==> src/rtl/core_pkg.sv <==
// Shared types and default widths for the store write buffer.
package core_pkg;

    localparam int unsigned WBUF_ADDR_W = 32;
    localparam int unsigned WBUF_DATA_W = 32;
    localparam int unsigned WBUF_STRB_W = WBUF_DATA_W / 8;

    // One buffered store at the default widths.
    typedef struct packed {
        logic [WBUF_ADDR_W-1:0] addr;
        logic [WBUF_DATA_W-1:0] data;
        logic [WBUF_STRB_W-1:0] strb;
    } wbuf_entry_t;

endpackage

==> src/rtl/wbuf_fwd_match.sv <==
// Store-to-load match: parallel word-address compare over all valid entries,
// picking the youngest match (the entry just behind the write pointer wins).
module wbuf_fwd_match #(
    parameter int unsigned DEPTH  = 4,
    parameter int unsigned ADDR_W = 32,
    parameter int unsigned STRB_W = 4
) (
    input  logic [DEPTH-1:0][ADDR_W-1:0] entry_addr,
    input  logic [DEPTH-1:0][STRB_W-1:0] entry_strb,
    input  logic [DEPTH-1:0]             entry_valid,
    input  logic [$clog2(DEPTH)-1:0]     wr_ptr,
    input  logic [ADDR_W-1:0]            rd_addr,
    output logic                         hit,
    output logic [$clog2(DEPTH)-1:0]     hit_idx,
    output logic                         partial
);

    localparam int unsigned PTR_W = $clog2(DEPTH);

    logic [DEPTH-1:0] match;
    logic [PTR_W-1:0] idx;
    logic             unused_lo;

    // Word-granular address compare against every valid entry.
    always_comb begin
        match = '0;
        for (int unsigned i = 0; i < DEPTH; i++) begin
            match[i] = entry_valid[i] &&
                       (entry_addr[i][ADDR_W-1:2] == rd_addr[ADDR_W-1:2]);
        end
    end

    // Walk from oldest slot (wr_ptr) to youngest (wr_ptr-1); the last match seen wins.
    always_comb begin
        hit     = 1'b0;
        hit_idx = '0;
        partial = 1'b0;
        idx     = '0;
        for (int unsigned k = 0; k < DEPTH; k++) begin
            idx = wr_ptr + PTR_W'(k);
            if (match[idx]) begin
                hit     = 1'b1;
                hit_idx = idx;
                partial = (entry_strb[idx] != '1);
            end
        end
    end

    // Byte-offset bits take no part in the word compare.
    always_comb begin
        unused_lo = ^rd_addr[1:0];
        for (int unsigned i = 0; i < DEPTH; i++) begin
            unused_lo = unused_lo ^ (^entry_addr[i][1:0]);
        end
    end

endmodule

==> src/rtl/mem_wr_buf.sv <==
// Store write buffer between the MEM stage and the data-memory bus.
// In-order circular FIFO with valid/ready drain and store-to-load forwarding.
// Optional feature macro: MEM_WBUF_FWD_EN (full-word data forwarding). When
// undefined, any address match against a pending store raises o_fwdConflict.
module mem_wr_buf
    import core_pkg::*;
#(
    parameter int unsigned DEPTH  = 4,
    parameter int unsigned ADDR_W = WBUF_ADDR_W,
    parameter int unsigned DATA_W = WBUF_DATA_W
) (
    input  logic                       i_clk,
    input  logic                       i_reset_n,
    input  logic                       i_wrEn,
    input  logic [ADDR_W-1:0]          i_wrAddr,
    input  logic [DATA_W-1:0]          i_wrData,
    input  logic [DATA_W/8-1:0]        i_wrStrb,
    output logic                       o_full,
    output logic                       o_empty,
    output logic [$clog2(DEPTH):0]     o_count,
    output logic                       o_overflow,
    output logic                       o_busValid,
    output logic [ADDR_W-1:0]          o_busAddr,
    output logic [DATA_W-1:0]          o_busData,
    output logic [DATA_W/8-1:0]        o_busStrb,
    input  logic                       i_busReady,
    input  logic [ADDR_W-1:0]          i_rdAddr,
    output logic                       o_fwdHit,
    output logic [DATA_W-1:0]          o_fwdData,
    output logic                       o_fwdConflict
);

    localparam int unsigned PTR_W  = $clog2(DEPTH);
    localparam int unsigned CNT_W  = PTR_W + 1;
    localparam int unsigned STRB_W = DATA_W / 8;

    logic [DEPTH-1:0][ADDR_W-1:0] addr_q;
    logic [DEPTH-1:0][DATA_W-1:0] data_q;
    logic [DEPTH-1:0][STRB_W-1:0] strb_q;
    logic [DEPTH-1:0]             valid_q;
    logic [PTR_W-1:0]             wr_ptr_q;
    logic [PTR_W-1:0]             rd_ptr_q;
    logic [CNT_W-1:0]             count_q;
    logic                         overflow_q;

    logic             full;
    logic             empty;
    logic             push;
    logic             pop;
    logic             fwd_match;
    logic [PTR_W-1:0] fwd_idx;
    logic             fwd_partial;

    assign full  = (count_q == CNT_W'(DEPTH));
    assign empty = (count_q == '0);
    assign push  = i_wrEn && !full;
    assign pop   = !empty && i_busReady;

    // Entry payload storage; only written on an accepted push.
    always_ff @(posedge i_clk) begin
        if (push) begin
            addr_q[wr_ptr_q] <= i_wrAddr;
            data_q[wr_ptr_q] <= i_wrData;
            strb_q[wr_ptr_q] <= i_wrStrb;
        end
    end

    // Pointers, occupancy, per-slot valid bits and the sticky overflow flag.
    always_ff @(posedge i_clk or negedge i_reset_n) begin
        if (!i_reset_n) begin
            wr_ptr_q   <= '0;
            rd_ptr_q   <= '0;
            count_q    <= '0;
            valid_q    <= '0;
            overflow_q <= 1'b0;
        end else begin
            if (i_wrEn && full) begin
                overflow_q <= 1'b1;
            end
            if (pop) begin
                valid_q[rd_ptr_q] <= 1'b0;
                rd_ptr_q          <= rd_ptr_q + PTR_W'(1);
            end
            if (push) begin
                valid_q[wr_ptr_q] <= 1'b1;
                wr_ptr_q          <= wr_ptr_q + PTR_W'(1);
            end
            case ({push, pop})
                2'b10:   count_q <= count_q + CNT_W'(1);
                2'b01:   count_q <= count_q - CNT_W'(1);
                default: count_q <= count_q;
            endcase
        end
    end

    // Status and bus outputs; head fields read as zero when nothing is pending.
    always_comb begin
        o_full     = full;
        o_empty    = empty;
        o_count    = count_q;
        o_overflow = overflow_q;
        o_busValid = !empty;
        o_busAddr  = empty ? '0 : addr_q[rd_ptr_q];
        o_busData  = empty ? '0 : data_q[rd_ptr_q];
        o_busStrb  = empty ? '0 : strb_q[rd_ptr_q];
    end

    wbuf_fwd_match #(
        .DEPTH  (DEPTH),
        .ADDR_W (ADDR_W),
        .STRB_W (STRB_W)
    ) u_fwd_match (
        .entry_addr  (addr_q),
        .entry_strb  (strb_q),
        .entry_valid (valid_q),
        .wr_ptr      (wr_ptr_q),
        .rd_addr     (i_rdAddr),
        .hit         (fwd_match),
        .hit_idx     (fwd_idx),
        .partial     (fwd_partial)
    );

`ifdef MEM_WBUF_FWD_EN
    // Forward only when the youngest matching store covers the whole word.
    always_comb begin
        o_fwdHit      = fwd_match && !fwd_partial;
        o_fwdData     = (fwd_match && !fwd_partial) ? data_q[fwd_idx] : '0;
        o_fwdConflict = fwd_match && fwd_partial;
    end
`else
    logic unused_fwd;
    assign unused_fwd = ^{fwd_idx, fwd_partial};

    // No data path: any overlap with a pending store stalls the load.
    always_comb begin
        o_fwdHit      = 1'b0;
        o_fwdData     = '0;
        o_fwdConflict = fwd_match;
    end
`endif

endmodule

==> config.mk <==
export PLATFORM = sky130hd
export DESIGN_NAME = mem_wr_buf
export DESIGN_NICKNAME = d
export VERILOG_FILES = /design/src/rtl/core_pkg.sv /design/src/rtl/wbuf_fwd_match.sv /design/src/rtl/mem_wr_buf.sv
export SDC_FILE = /design/constraint.sdc
export NUM_CORES = 1
export LEC_CHECK = 0
export BUFFER_PORTS_ARGS = -buffer_cell sky130_fd_sc_hd__buf_2
export CORE_MARGIN = 1.5
export CORE_UTILIZATION = 30
export CTS_BUF_LIST = sky130_fd_sc_hd__clkbuf_4 sky130_fd_sc_hd__clkbuf_8
export CTS_CLUSTER_SIZE = 14
export DETAILED_ROUTE_END_ITERATION = 10
export HOLD_SLACK_MARGIN = 0.03
export SETUP_SLACK_MARGIN = 0.3
export SYNTH_ARGS = -nofsm -noshare
export SYNTH_HDL_FRONTEND = slang
export SYNTH_SLANG_ARGS = --single-unit
==> constraint.sdc <==
create_clock -name i_clk -period 3.4 [get_ports i_clk]
set_clock_uncertainty 0.2 [all_clocks]
set_input_delay 0.34 -clock i_clk [delete_from_list [all_inputs] [get_ports i_clk]]
set_output_delay 0.34 -clock i_clk [all_outputs]
set_load 0.03 [all_outputs]
Word-level counts from Yosys, hierarchy flattened
Cells that the tools add are included.

word-level totals
  logic and storage cells = 88
  flip-flop bits (word level) = 284

operators by class
  magnitude comparators = 7
  bitwise gates (word level) = 3
  eq/ne operators = 7
  add/subtract/negate cells = 6
  muxes and demuxes = 35
  reduce and logical (&&, ||, !) cells = 13

operators with widths
  cell                                                         count
  bitwise mux 128 bit                                          2
  2-to-1 mux 32 bit                                            5
  binary-select mux 32 bit (select 2 bit)                      2
  equality test 30 bit                                         4
  demux 32 bit (select 2 bit)                                  1
  2-to-1 mux 4 bit                                             5
  bitwise mux 16 bit                                           1
  less-than comparator 2 x 3 -> 1 bit (second input constant)  5
  2-to-1 mux 1 bit                                             10
  logical AND 1 bit                                            9
  binary-select mux 1 bit (select 2 bit)                       4
  binary-select mux 4 bit (select 2 bit)                       1
  demux 4 bit (select 2 bit)                                   1
  case mux 3 bit (2 select lines)                              1
  adder 2 x 1 -> 2 bit (second input constant)                 2
  adder 2 bit (second input constant)                          2
  AND 4 bit                                                    1
  demux 1 bit (select 2 bit)                                   2
  >= comparator 2 x 1 -> 1 bit (second input constant)         2
  inverter 4 bit                                               1
  bitwise OR 4 bit                                             1
  adder 3 x 1 -> 3 bit (second input constant)                 1
  equality test 3 bit (second input constant)                  1
  logical NOT 3 bit                                            1
  other kinds (5)                                              6

Depth between registers and ports, before layout
Gate-level depths: netlist of run 1.

  depth in word-level cells = 9
  depth in mapped cells = 11

Modules after synthesis
A second synthesis of run 1 with hierarchy kept.

unflattened totals
  cells, all modules = 766
  area total of the unflattened synthesis = 13038.8 µm²

modules (own cells, without submodules)
  module          sequential area each (µm²)  cells an instance  times used  area each (µm²)
  mem_wr_buf      8468.1                      525                1           11184.5
  wbuf_fwd_match  0.0                         241                1           1854.3

Worst setup path before layout of run 1
No wires, ideal clock.

  path type = reg-to-reg
  from = register count_q[0], in the netlist o_count[0]
  to = register addr_q[0] in the netlist's numbering (enable)
  period minus slack after synthesis = 3.625 ns
  arrival time = 2.990 ns
  stages on the path, launching flop included = 6
  library setup time = 0.434 ns
  path slack = -0.225 ns
  cells stage by stage = dfrtp_1 inv_1 and3_1 nor2b_1 clkbuf_1 and2_1

on the way
  cells in the longest elaborated chain, start to end = 3

ends and longest elaborated chain
  item                             RTL line          RTL
  from (decl)                      mem_wr_buf.sv:43  logic [CNT_W-1:0] count_q;
  from (signal assigned)           mem_wr_buf.sv:89  2'b10: count_q <= count_q + CNT_W'(1);
  from (signal assigned)           mem_wr_buf.sv:90  2'b01: count_q <= count_q - CNT_W'(1);
  from (signal assigned)           mem_wr_buf.sv:91  default: count_q <= count_q;
  equality test 3 bit              mem_wr_buf.sv:54  assign full = (count_q == CNT_W'(DEPTH));
  net o_full                       mem_wr_buf.sv:18  output logic o_full,
  logical NOT 1 bit                mem_wr_buf.sv:56  assign push = i_wrEn && !full;
  logical AND 1 bit                mem_wr_buf.sv:56
  to (signal, indexed assignment)  mem_wr_buf.sv:62  addr_q[wr_ptr_q] <= i_wrAddr;
  to (decl)                        mem_wr_buf.sv:37  logic [DEPTH-1:0][ADDR_W-1:0] addr_q;

The timed path passes the listed nets, and every way through them passes these cells.
A chain may end at the register's enable or synchronous reset.

Worst setup path after layout of run 1
  from = register rd_ptr_q[0]
  to = output o_busAddr[21]

on the way
  cells in the longest elaborated chain, start to end = 3

ends and longest elaborated chain
  item                                     RTL line           RTL
  from (decl)                              mem_wr_buf.sv:42   logic [PTR_W-1:0] rd_ptr_q;
  from (signal assigned)                   mem_wr_buf.sv:82   rd_ptr_q <= rd_ptr_q + PTR_W'(1);
  binary-select mux 32 bit (select 2 bit)  mem_wr_buf.sv:103  o_busAddr = empty ? '0 : addr_q[rd_ptr_q];
  2-to-1 mux 32 bit (implied by the code)  mem_wr_buf.sv:103
  2-to-1 mux 32 bit                        mem_wr_buf.sv:103
  to (decl)                                mem_wr_buf.sv:23   output logic [ADDR_W-1:0] o_busAddr,

No other way between the ends. The select of a mux whose other input is x is not followed.

==> flow_summary.toml, run 1 <==
[routing]
viasPerCell = 4.510
drtIter0Drc = 310
drc = 36
wl_per_cell_um = 20.42
wl_met3_um = 2012
vias = 6959
met2_length_um = 15360
route.top_layer_used = "met5"
drt-total-wl_um = 31510
ant_nets = 0
m1WireLength_um = 13590
drt_first_pass_iters = 8

[timing]
finalSetupViolCount = 0
slew_headroom_pct = 49.44
min_period_ps = 2954
tightest_slew_ps = 758.4
slew_violations = 0
fin_ws_ps = 446.4
fmaxAchievable_ghz = 0.3386
timing.final.hold_violations = 0
timing.setup.tns_ps = 0
post-route-period-util_pct = 86.87
rsz0062_at_grt = "no"

[logic_synthesis]
synth-edff-count = 272
ys_seq_area_share_pct = 67.58
synthTopCellsByCount = "272 x edfxtp_1, 79 x xnor2_1, 73 x and2_1"
synth_cells = 702
postSynthAreaPerCell_um2 = 17.85
synth_most_common_cell = "edfxtp_1"
synth_area_leaders = "edfxtp_1 65%, mux4_2 12%, xnor2_1 5.5%"
yosysTopAreaCellShare_pct = 65.18
synth_largest_area_cell = "edfxtp_1"
netlist_area_um2 = 12530
synthArstFlopShare_pct = 4.225
yosysWarnings = 0
ys_types = 26
synth_top_flop_cell = "edfxtp_1"
ys_seq_elements = 284

[die]
die_w_um = 207.4
coreArea_um2 = 41020
die_h_um = 207.4
ios = 213
initial_utilization_pct = 30.55
row_count = 74
die_area_um2 = 43000

[outcome]
status = "finished with violations"
violations = "DRC"

[worst_setup_path]
cp_top_family = "multiplexers"
crit_fanout = 46
cp_slowest_cell = "mux4_2"
cp-start-kind = "flip-flop"
crit_path_cell_trace = "buf_12 > mux4_2 > and2_1 > buf_2"
critical-path-max-stage-delay_ps = 560
arrival_ps = 2410
cp-end-kind = "output pin"
path_class = "flip-flop to output pin"
cp.buffers_inverters = 2
cp.required_ps = 2860

[placement]
dp_slack_ps = 909.7
hpwl_um = 20670
portBuffers = 177
routabilityCongestion = 0.7668

[cts]
ctsHtreeMaxLevel = 2
cts_root_buf = "clkbuf_8"
cts_buffer_depth = 3
cts_made_buffers = 48
clk_latency_ps = 600
clk_pin_slew_ps = 60
cts_tree = "built"
cts_sinks = 284

[pwr]
power_density_nw_per_um2 = 872.4
leakage_nw = 5.552
vdd_ir_drop_max_v = 0.0005484

[run]
drv_cap = 0

[global_routing]
grt_pass1_wl_um = 46730
grt_pass1_vias = 7533
antenna_found_initial = 4
grtUsageTotal_pct = 14.69
grt_max_degree = 71
grt-ovfl-total = 0

[cells_and_area]
layout.nets = 1090
num-fill-cells = 3828
drive_above_1_share_pct = 33.96
seq_area_um2 = 8476
multi_input_area_um2 = 3716
area_delta_synth_final_pct = 25.44

[worst_hold_path]
hp-class = "input pin to flip-flop"
==> worst register-to-register path, stage by stage, from the launching register on <==
cell and delay [ps]:
dfrtp_1 400, inv_1 90, and3_1 210, nor2b_1 330, and2_4 540, buf_4 360
==> power breakdown <==
part / internal [mW] / switching, mW
combinational: 2.15 / 3.46
clock: 1.79 / 1.35
sequential: 4.64 / 0.316
==> registers in the layout, summed over array words and instances, names as in the netlist <==
name / count
valid_q: 4
wr_ptr_q: 2
addr_q: 128
strb_q: 16
o_count: 3
o_overflow: 1
rd_ptr_q: 2
data_q: 128
==> worst paths after layout <==
path                        startpoint  slack [ps]  cells after the start       endpoint
setup / recovery           rd_ptr_q[0]         450                      4  o_busAddr[21]
hold / removal              i_busReady          70                      3    rd_ptr_q[1]
setup reg to reg            o_count[0]         950                      5     data_q[55]
hold reg to reg             o_overflow         270                      1     o_overflow
max in group asynchronous    i_reset_n        1940                      3    rd_ptr_q[0]
min in group asynchronous    i_reset_n         620                      3     o_count[2]
==> layout make-up <==
class / instances / area share (%)
inverters: 9 / 0.2149
repair buffers: 265 / 11.73
flip-flops and latches: 284 / 53.92
diodes: 1 / 0.01592
clock inverters: 21 / 1.321
clock buffers: 63 / 4.919
well taps: 532 / 4.235
multi-input cells: 368 / 23.64
==> per-layer routing <==
metal	track usage, %	vias to the layer above
met4	3.981	4
li1	-	3162
met3	4.039	43
met1	18.56	3542
met5	0	-
met2	24.78	208
==> placed cells by master, fill, tap and decap left out <==
| cell | synthesis | layout |
|---|---|---|
| conb_1 | 1 | 33 |
| clkinv_2 | 0 | 2 |
| clkinv_4 | 0 | 1 |
| bufinv_16 | 0 | 4 |
| nor2b_1 | 1 | 1 |
| a21o_1 | 5 | 5 |
| ha_1 | 9 | 9 |
| dlygate4sd3_1 | 0 | 71 |
| dfrtp_1 | 12 | 10 |
| nand2_1 | 6 | 6 |
| edfxtp_1 | 272 | 272 |
| xnor2_1 | 79 | 79 |
| o21ai_0 | 1 | 1 |
| diode_2 | 0 | 1 |
| nor2_1 | 1 | 1 |
| dfrtp_4 | 0 | 2 |
| or3_2 | 0 | 1 |
| clkinvlp_4 | 0 | 1 |
| buf_2 | 10 | 177 |
| clkbuf_4 | 0 | 15 |
| and2_4 | 0 | 4 |
| buf_4 | 33 | 7 |
| and2_1 | 73 | 69 |
| nor4_2 | 0 | 1 |
| inv_8 | 0 | 1 |
| inv_6 | 0 | 1 |
| o21ai_1 | 1 | 1 |
| fa_1 | 1 | 1 |
| mux2i_1 | 1 | 1 |
| mux4_2 | 68 | 68 |
| buf_12 | 2 | 9 |
| nor4_1 | 16 | 15 |
| buf_8 | 0 | 1 |
| xor2_1 | 46 | 46 |
| and3_1 | 1 | 1 |
| clkinv_1 | 0 | 11 |
| inv_1 | 9 | 9 |
| nand4_1 | 25 | 25 |
| clkbuf_8 | 0 | 48 |
==> cell families (layout without fill, tap and decap cells) <==
group,count (synthesis),after routing,share of synthesized area [%]
and+or+nand+nor,124,124,6.051
DFF,284,284,67.58
xor gates and xnor gates,125,125,8.737
muxes,69,69,12.30
AOI/OAI and AO/OA,7,7,0.3794
adders and majority gates,10,10,1.058
other,1,34,0.02993
buffers and inverters,82,358,3.864
==> per-stage QoR <==
step	utilization (%)	cells	cell area [µm²]	power, mW	hold WS (ps)
after floorplan	-	734	12660	8.863	-155.6
after global placement	34.14	1386	14000	10.60	50.60
after detailed placement	34.14	1386	14000	10.65	46.12
after CTS	38.26	1541	15700	13.93	40.53
after global routing	38.32	1542	15720	14.43	53.03
final	38.32	1543	15720	13.71	73.89
==> timing repair <==
action,CTS,global route
hold endpoints to repair,285,0
resized for setup,0,1
setup endpoints to repair,0,2
buffers inserted,0,1
hold buffers,71,0
Power figures use the tool's default switching activity.
==> run 2: changes to the inputs <==
--- a/config.mk
+++ b/config.mk
@@ -6,12 +6,12 @@
 export NUM_CORES = 1
 export LEC_CHECK = 0
 export BUFFER_PORTS_ARGS = -buffer_cell sky130_fd_sc_hd__buf_2
-export CORE_MARGIN = 1.5
 export CORE_UTILIZATION = 30
 export CTS_BUF_LIST = sky130_fd_sc_hd__clkbuf_4 sky130_fd_sc_hd__clkbuf_8
 export CTS_CLUSTER_SIZE = 14
 export DETAILED_ROUTE_END_ITERATION = 10
 export HOLD_SLACK_MARGIN = 0.03
+export MAX_ROUTING_LAYER = met4
 export SETUP_SLACK_MARGIN = 0.3
 export SYNTH_ARGS = -nofsm -noshare
 export SYNTH_HDL_FRONTEND = slang
==> run 2 against run 1 <==
Against the previous run:
- the run still ends with DRC left
- routed wire length decreased by 0.41%
- flip-flop and latch count unchanged
- die area decreased by 0.96%
- register-to-register slack improved by 40 ps
- cell count increased by 0.39%
- sequential power about the same
- non-clock buffer count increased by 2
- clock power decreased by 4%
- critical endpoint is now o_fwdConflict
- largest cell class unchanged
==> flow_summary.toml, run 2 (same netlist as run 1, synthesis figures left out) <==
[outcome]
status = "finished with violations"
violations = "DRC"

[pwr]
swShare_pct = 37.94
combinationalPowerShare_pct = 41.3
p_sw_mw = 5.166
leakage_nw = 5.574
power_density_nw_per_um2 = 864.9
vdd_ir_drop_max_v = 0.0005659
p_seq_share_pct = 36.5
p_int_mw = 8.448
p_clk_share_pct = 22.2

[cts]
cts_tree = "built"
ctsHtreeMaxLevel = 2
clk_pin_slew_ps = 60
cts_sinks = 284
clk_latency_ps = 590
cts_buffer_depth = 3
cts_made_buffers = 48
cts_root_buf = "clkbuf_8"

[die]
coreArea_um2 = 41020
initial_utilization_pct = 30.55
row_count = 74
die_w_um = 206.4
ios = 213
die_h_um = 206.4
die_area_um2 = 42590

[routing]
wl_per_cell_um = 20.26
ant_nets = 0
vias = 6952
viasPerCell = 4.488
drt-total-wl_um = 31380
drc = 30
drt_first_pass_iters = 8
drtIter0Drc = 373

[global_routing]
grt_pass1_vias = 7397
grt_max_degree = 71
grt_pass1_wl_um = 45720
grtUsageTotal_pct = 15.33
grt-ovfl-total = 0
antenna_found_initial = 5

[worst_setup_path]
cp-start-kind = "flip-flop"
path_class = "flip-flop to output pin"
cp-end-kind = "output pin"
crit_fanout = 2
arrival_ps = 2430
cp.required_ps = 2860

[cells_and_area]
area_delta_synth_final_pct = 25.62
mostFrequentLayoutCells = "272 x edfxtp_1, 177 x buf_2, 78 x xnor2_1"
layout_commonest_cell = "edfxtp_1"
stdcell_area_um2 = 15740
layout.nets = 1092
drive_above_1_share_pct = 34.95
reg_top3 = "addr_q x128, data_q x128, strb_q x16"
post-route-util_pct = 38.38

[timing]
tightest_slew_ps = 772.0
timing.setup.tns_ps = 0
finalSetupViolCount = 0
slew_violations = 0
min_period_ps = 2969
fmaxAchievable_ghz = 0.3368
timing.final.hold_violations = 0
post-route-period-util_pct = 87.33
slew_headroom_pct = 48.53
rsz0062_at_grt = "yes"

[placement]
portBuffers = 177
dpl_cell_area_um2 = 14020
routabilityCongestion = 0.7675
hpwl_um = 20760

[worst_hold_path]
hp-class = "input pin to flip-flop"

[run]
drv_cap = 0
[run 2: cell types whose count changed in the layout (fill, tap and decap cells not counted), moves of 3 or more]
cell / change
clkinv_1: -4
clkinv_2: +10
nor4_1: -3
diode_2: +3
[run 2: metrics by stage]
stage	power, mW	instances	worst slack, ps	hold WS, ps
after floorplan	8.863	734	522.8	-155.6
after global placement	10.61	1388	874.3	58.43
after detailed placement	10.65	1388	873.2	53.32
after CTS	13.81	1544	316.0	51.74
after global routing	14.34	1549	277.1	71.66
final	13.61	1549	430.8	102.9
[run 2: worst max-delay path: stages, from the launching register on]
cell      delay [ps]
edfxtp_1         400
xnor2_1          290
nand4_1          190
nor4_2           400
nand4_1          130
nand4_1          210
buf_2            240
[run 2: what timing repair did]
action                                  in CTS  in global routing
endpoints found under the setup margin       1                  3
gates resized for setup                      3                  3
hold endpoints to repair                   285                  0
buffers inserted                             0                  1
hold buffers                                71                  0
[run 2: per-layer routing]
layer	track usage [%]	up-vias	routed length (µm)
li1	-	3170	-
met5	-	-	0
met2	25.02	239	15390
met3	4.447	43	2154
met4	4.097	0	532
met1	18.51	3500	13300
[run 2: cell type report]
cell class              instances  area, µm²
clock buffers                  62      772.0
fillers                      3811      25280
multi-input cells             368       3751
repair buffers                267       1872
diodes                          4      10.01
clock inverters                23      161.4
inverters                       9      33.78
well taps                     532      665.6
flip-flops and latches        284       8476
[run 2: worst paths after layout]
path                       startpoint  slack (ps)  depth (start not counted)            end
setup / recovery           addr_q[72]         430                          6  o_fwdConflict
hold / removal             i_busReady         100                          4    rd_ptr_q[1]
setup reg to reg           o_count[0]         990                          5     data_q[46]
hold reg to reg            o_overflow         280                          1     o_overflow
max in group asynchronous   i_reset_n        1900                          3    rd_ptr_q[1]
min in group asynchronous   i_reset_n         610                          3     o_overflow
[run 2: power by group through the flow]
stage                     registers (mW)  logic [mW]  clock network, mW
after detailed placement            5.07        5.57                  0
final                               4.97        5.62               3.02
after floorplan                     4.96        3.90                  0
after global routing                5.03        6.05               3.26
after global placement              5.04        5.56                  0
after CTS                           5.01        5.67               3.13
==> run 3: changes to the inputs <==
--- a/config.mk
+++ b/config.mk
@@ -5,6 +5,7 @@
 export SDC_FILE = /design/constraint.sdc
 export NUM_CORES = 1
 export LEC_CHECK = 0
+export ABC_AREA = 1
 export BUFFER_PORTS_ARGS = -buffer_cell sky130_fd_sc_hd__buf_2
 export CORE_UTILIZATION = 30
 export CTS_BUF_LIST = sky130_fd_sc_hd__clkbuf_4 sky130_fd_sc_hd__clkbuf_8
@@ -15,4 +16,5 @@
 export SETUP_SLACK_MARGIN = 0.3
 export SYNTH_ARGS = -nofsm -noshare
 export SYNTH_HDL_FRONTEND = slang
+export SYNTH_HIERARCHICAL = 1
 export SYNTH_SLANG_ARGS = --single-unit
==> run 3 against run 2 <==
Against the previous run:
- the run now ends clean
- sequential power rose by 2%
- largest power group unchanged
- power is 10% higher
- critical path depth down 1
- synthesized cell count is 150% higher
- first-iteration DRC count rose by 110%
- count of clock-buffer cells in the layout decreased by 2
- highest routed layer unchanged
==> flow_summary.toml, run 3 <==
[outcome]
status = "finished clean"

[placement]
portBuffers = 177
hpwl_um = 28830
dpl_cell_area_um2 = 16350
routabilityCongestion = 0.9545

[cells_and_area]
layout_commonest_cell = "nand2_1"
mostFrequentLayoutCells = "565 x nand2_1, 398 x inv_1, 272 x edfxtp_1"
drive_above_1_share_pct = 16.41
num-fill-cells = 4994
post-route-util_pct = 37.16
stdcell_area_um2 = 18150
reg_top3 = "addr_q x128, data_q x128, strb_q x16"
area_delta_synth_final_pct = 22.54
layout.nets = 2111

[worst_setup_path]
timing.reg2reg.setup_slack_ps = 1070
cp-start-kind = "flip-flop"
arrival_ps = 2440
crit_start = "rd_ptr_q[1]"
cp.required_ps = 2860
crit_fanout = 52
r2r_end = "strb_q[15]"
cp-end-kind = "output pin"
rr_startpoint = "o_count[1]"
path_class = "flip-flop to output pin"
ff2ff_path_depth = 5
cp-endpoint = "o_busAddr[12]"

[timing]
timing.final.hold_violations = 0
post-route-period-util_pct = 87.68
tightest_slew_ps = 593.8
slew_violations = 0
finalSetupViolCount = 0
slew_headroom_pct = 60.28
timing.setup.tns_ps = 0
rsz0062_at_grt = "no"
min_period_ps = 2981
fmaxAchievable_ghz = 0.3355

[logic_synthesis]
synth_cells = 1732
yosysWarnings = 6
netlist_area_um2 = 14810
postSynthAreaPerCell_um2 = 8.553

[cts]
cts_made_buffers = 51
clk_latency_ps = 620
cts_tree = "built"
cts_root_buf = "clkbuf_8"
clk_pin_slew_ps = 60
cts_buffer_depth = 3
cts_sinks = 284
ctsHtreeMaxLevel = 2

[global_routing]
grt-ovfl-total = 0
grt_max_degree = 104
grt_pass1_wl_um = 64060
grtUsageTotal_pct = 17.53
grt_pass1_vias = 11310
antenna_found_initial = 13

[routing]
vias = 11670
viasPerCell = 4.305
ant_nets = 0
wl_per_cell_um = 15.92
drt-total-wl_um = 43170
drtIter0Drc = 790
drt_first_pass_iters = 5
drc = 0

[die]
die_h_um = 224.2
die_area_um2 = 50270
row_count = 81
ios = 213
coreArea_um2 = 48850
initial_utilization_pct = 30.33
die_w_um = 224.2

[worst_hold_path]
hp-class = "input pin to flip-flop"
hp-start = "i_wrData[23]"

[pwr]
power_density_nw_per_um2 = 828.1
vdd_ir_drop_max_v = 0.0004772
leakage_nw = 8.777

[run]
drv_cap = 0
-- run 3: worst min path at each step --
stage,end,slack [ps],cells after the start
after global placement,o_count[0],50,1
after global routing,data_q[55],230,2
after detailed placement,o_count[0],50,1
after CTS,data_q[91],190,2
after floorplan,o_count[0],-160,0
final,data_q[55],260,2
-- run 3: critical path, cell delays in order, from the launching register on --
cell and delay [ps]:
dfrtp_4 650, inv_2 170, buf_16 300, nand3_1 130
a21oi_1 280, buf_2 260
-- run 3: stage by stage --
step	power [mW]	hold WS (ps)	std cells	worst slack [ps]
after global placement	11.71	46.95	2535	930.9
after global routing	15.94	231.2	2711	287.2
final	15.03	263.3	2711	419.0
after floorplan	9.612	-155.6	1764	500.8
after detailed placement	11.81	48.14	2535	942.0
after CTS	15.15	192.9	2698	331.6
-- run 3: final cells by class --
type | count | area [µm²] | area share [%]
timing repair buffer | 271 | 1884 | 10.38
multi-input combinational | 945 | 4260 | 23.47
clock buffer | 60 | 782.0 | 4.308
clock inverter | 31 | 216.5 | 1.192
antenna | 12 | 30.03 | 0.1654
tap | 664 | 830.8 | 4.576
inverter | 444 | 1674 | 9.222
sequential | 284 | 8476 | 46.69
-- run 3: repair_timing --
| action | CTS | global route |
|---|---|---|
| hold buffers | 72 | 0 |
| gates cloned | 0 | 0 |
| endpoints found under the setup margin | 3 | 10 |
| endpoints found under the hold margin | 293 | 0 |
| gates resized for setup | 1 | 4 |
| setup buffers | 0 | 1 |
-- run 3: layer usage --
layer  part of all wire (%)  vias up  track usage, %
li1                       -     5776               -
met1                     42     5423           20.96
met2                     47      382           28.26
met3                    7.2       91           4.037
met4                    3.3        0           7.746
met5                      0        -               -
-- run 3: where the power goes --
part	internal, mW	total [mW]	switching [mW]
registers	4.64	5.07	0.436
logic	1.89	6.76	4.88
clock network	1.75	3.20	1.45
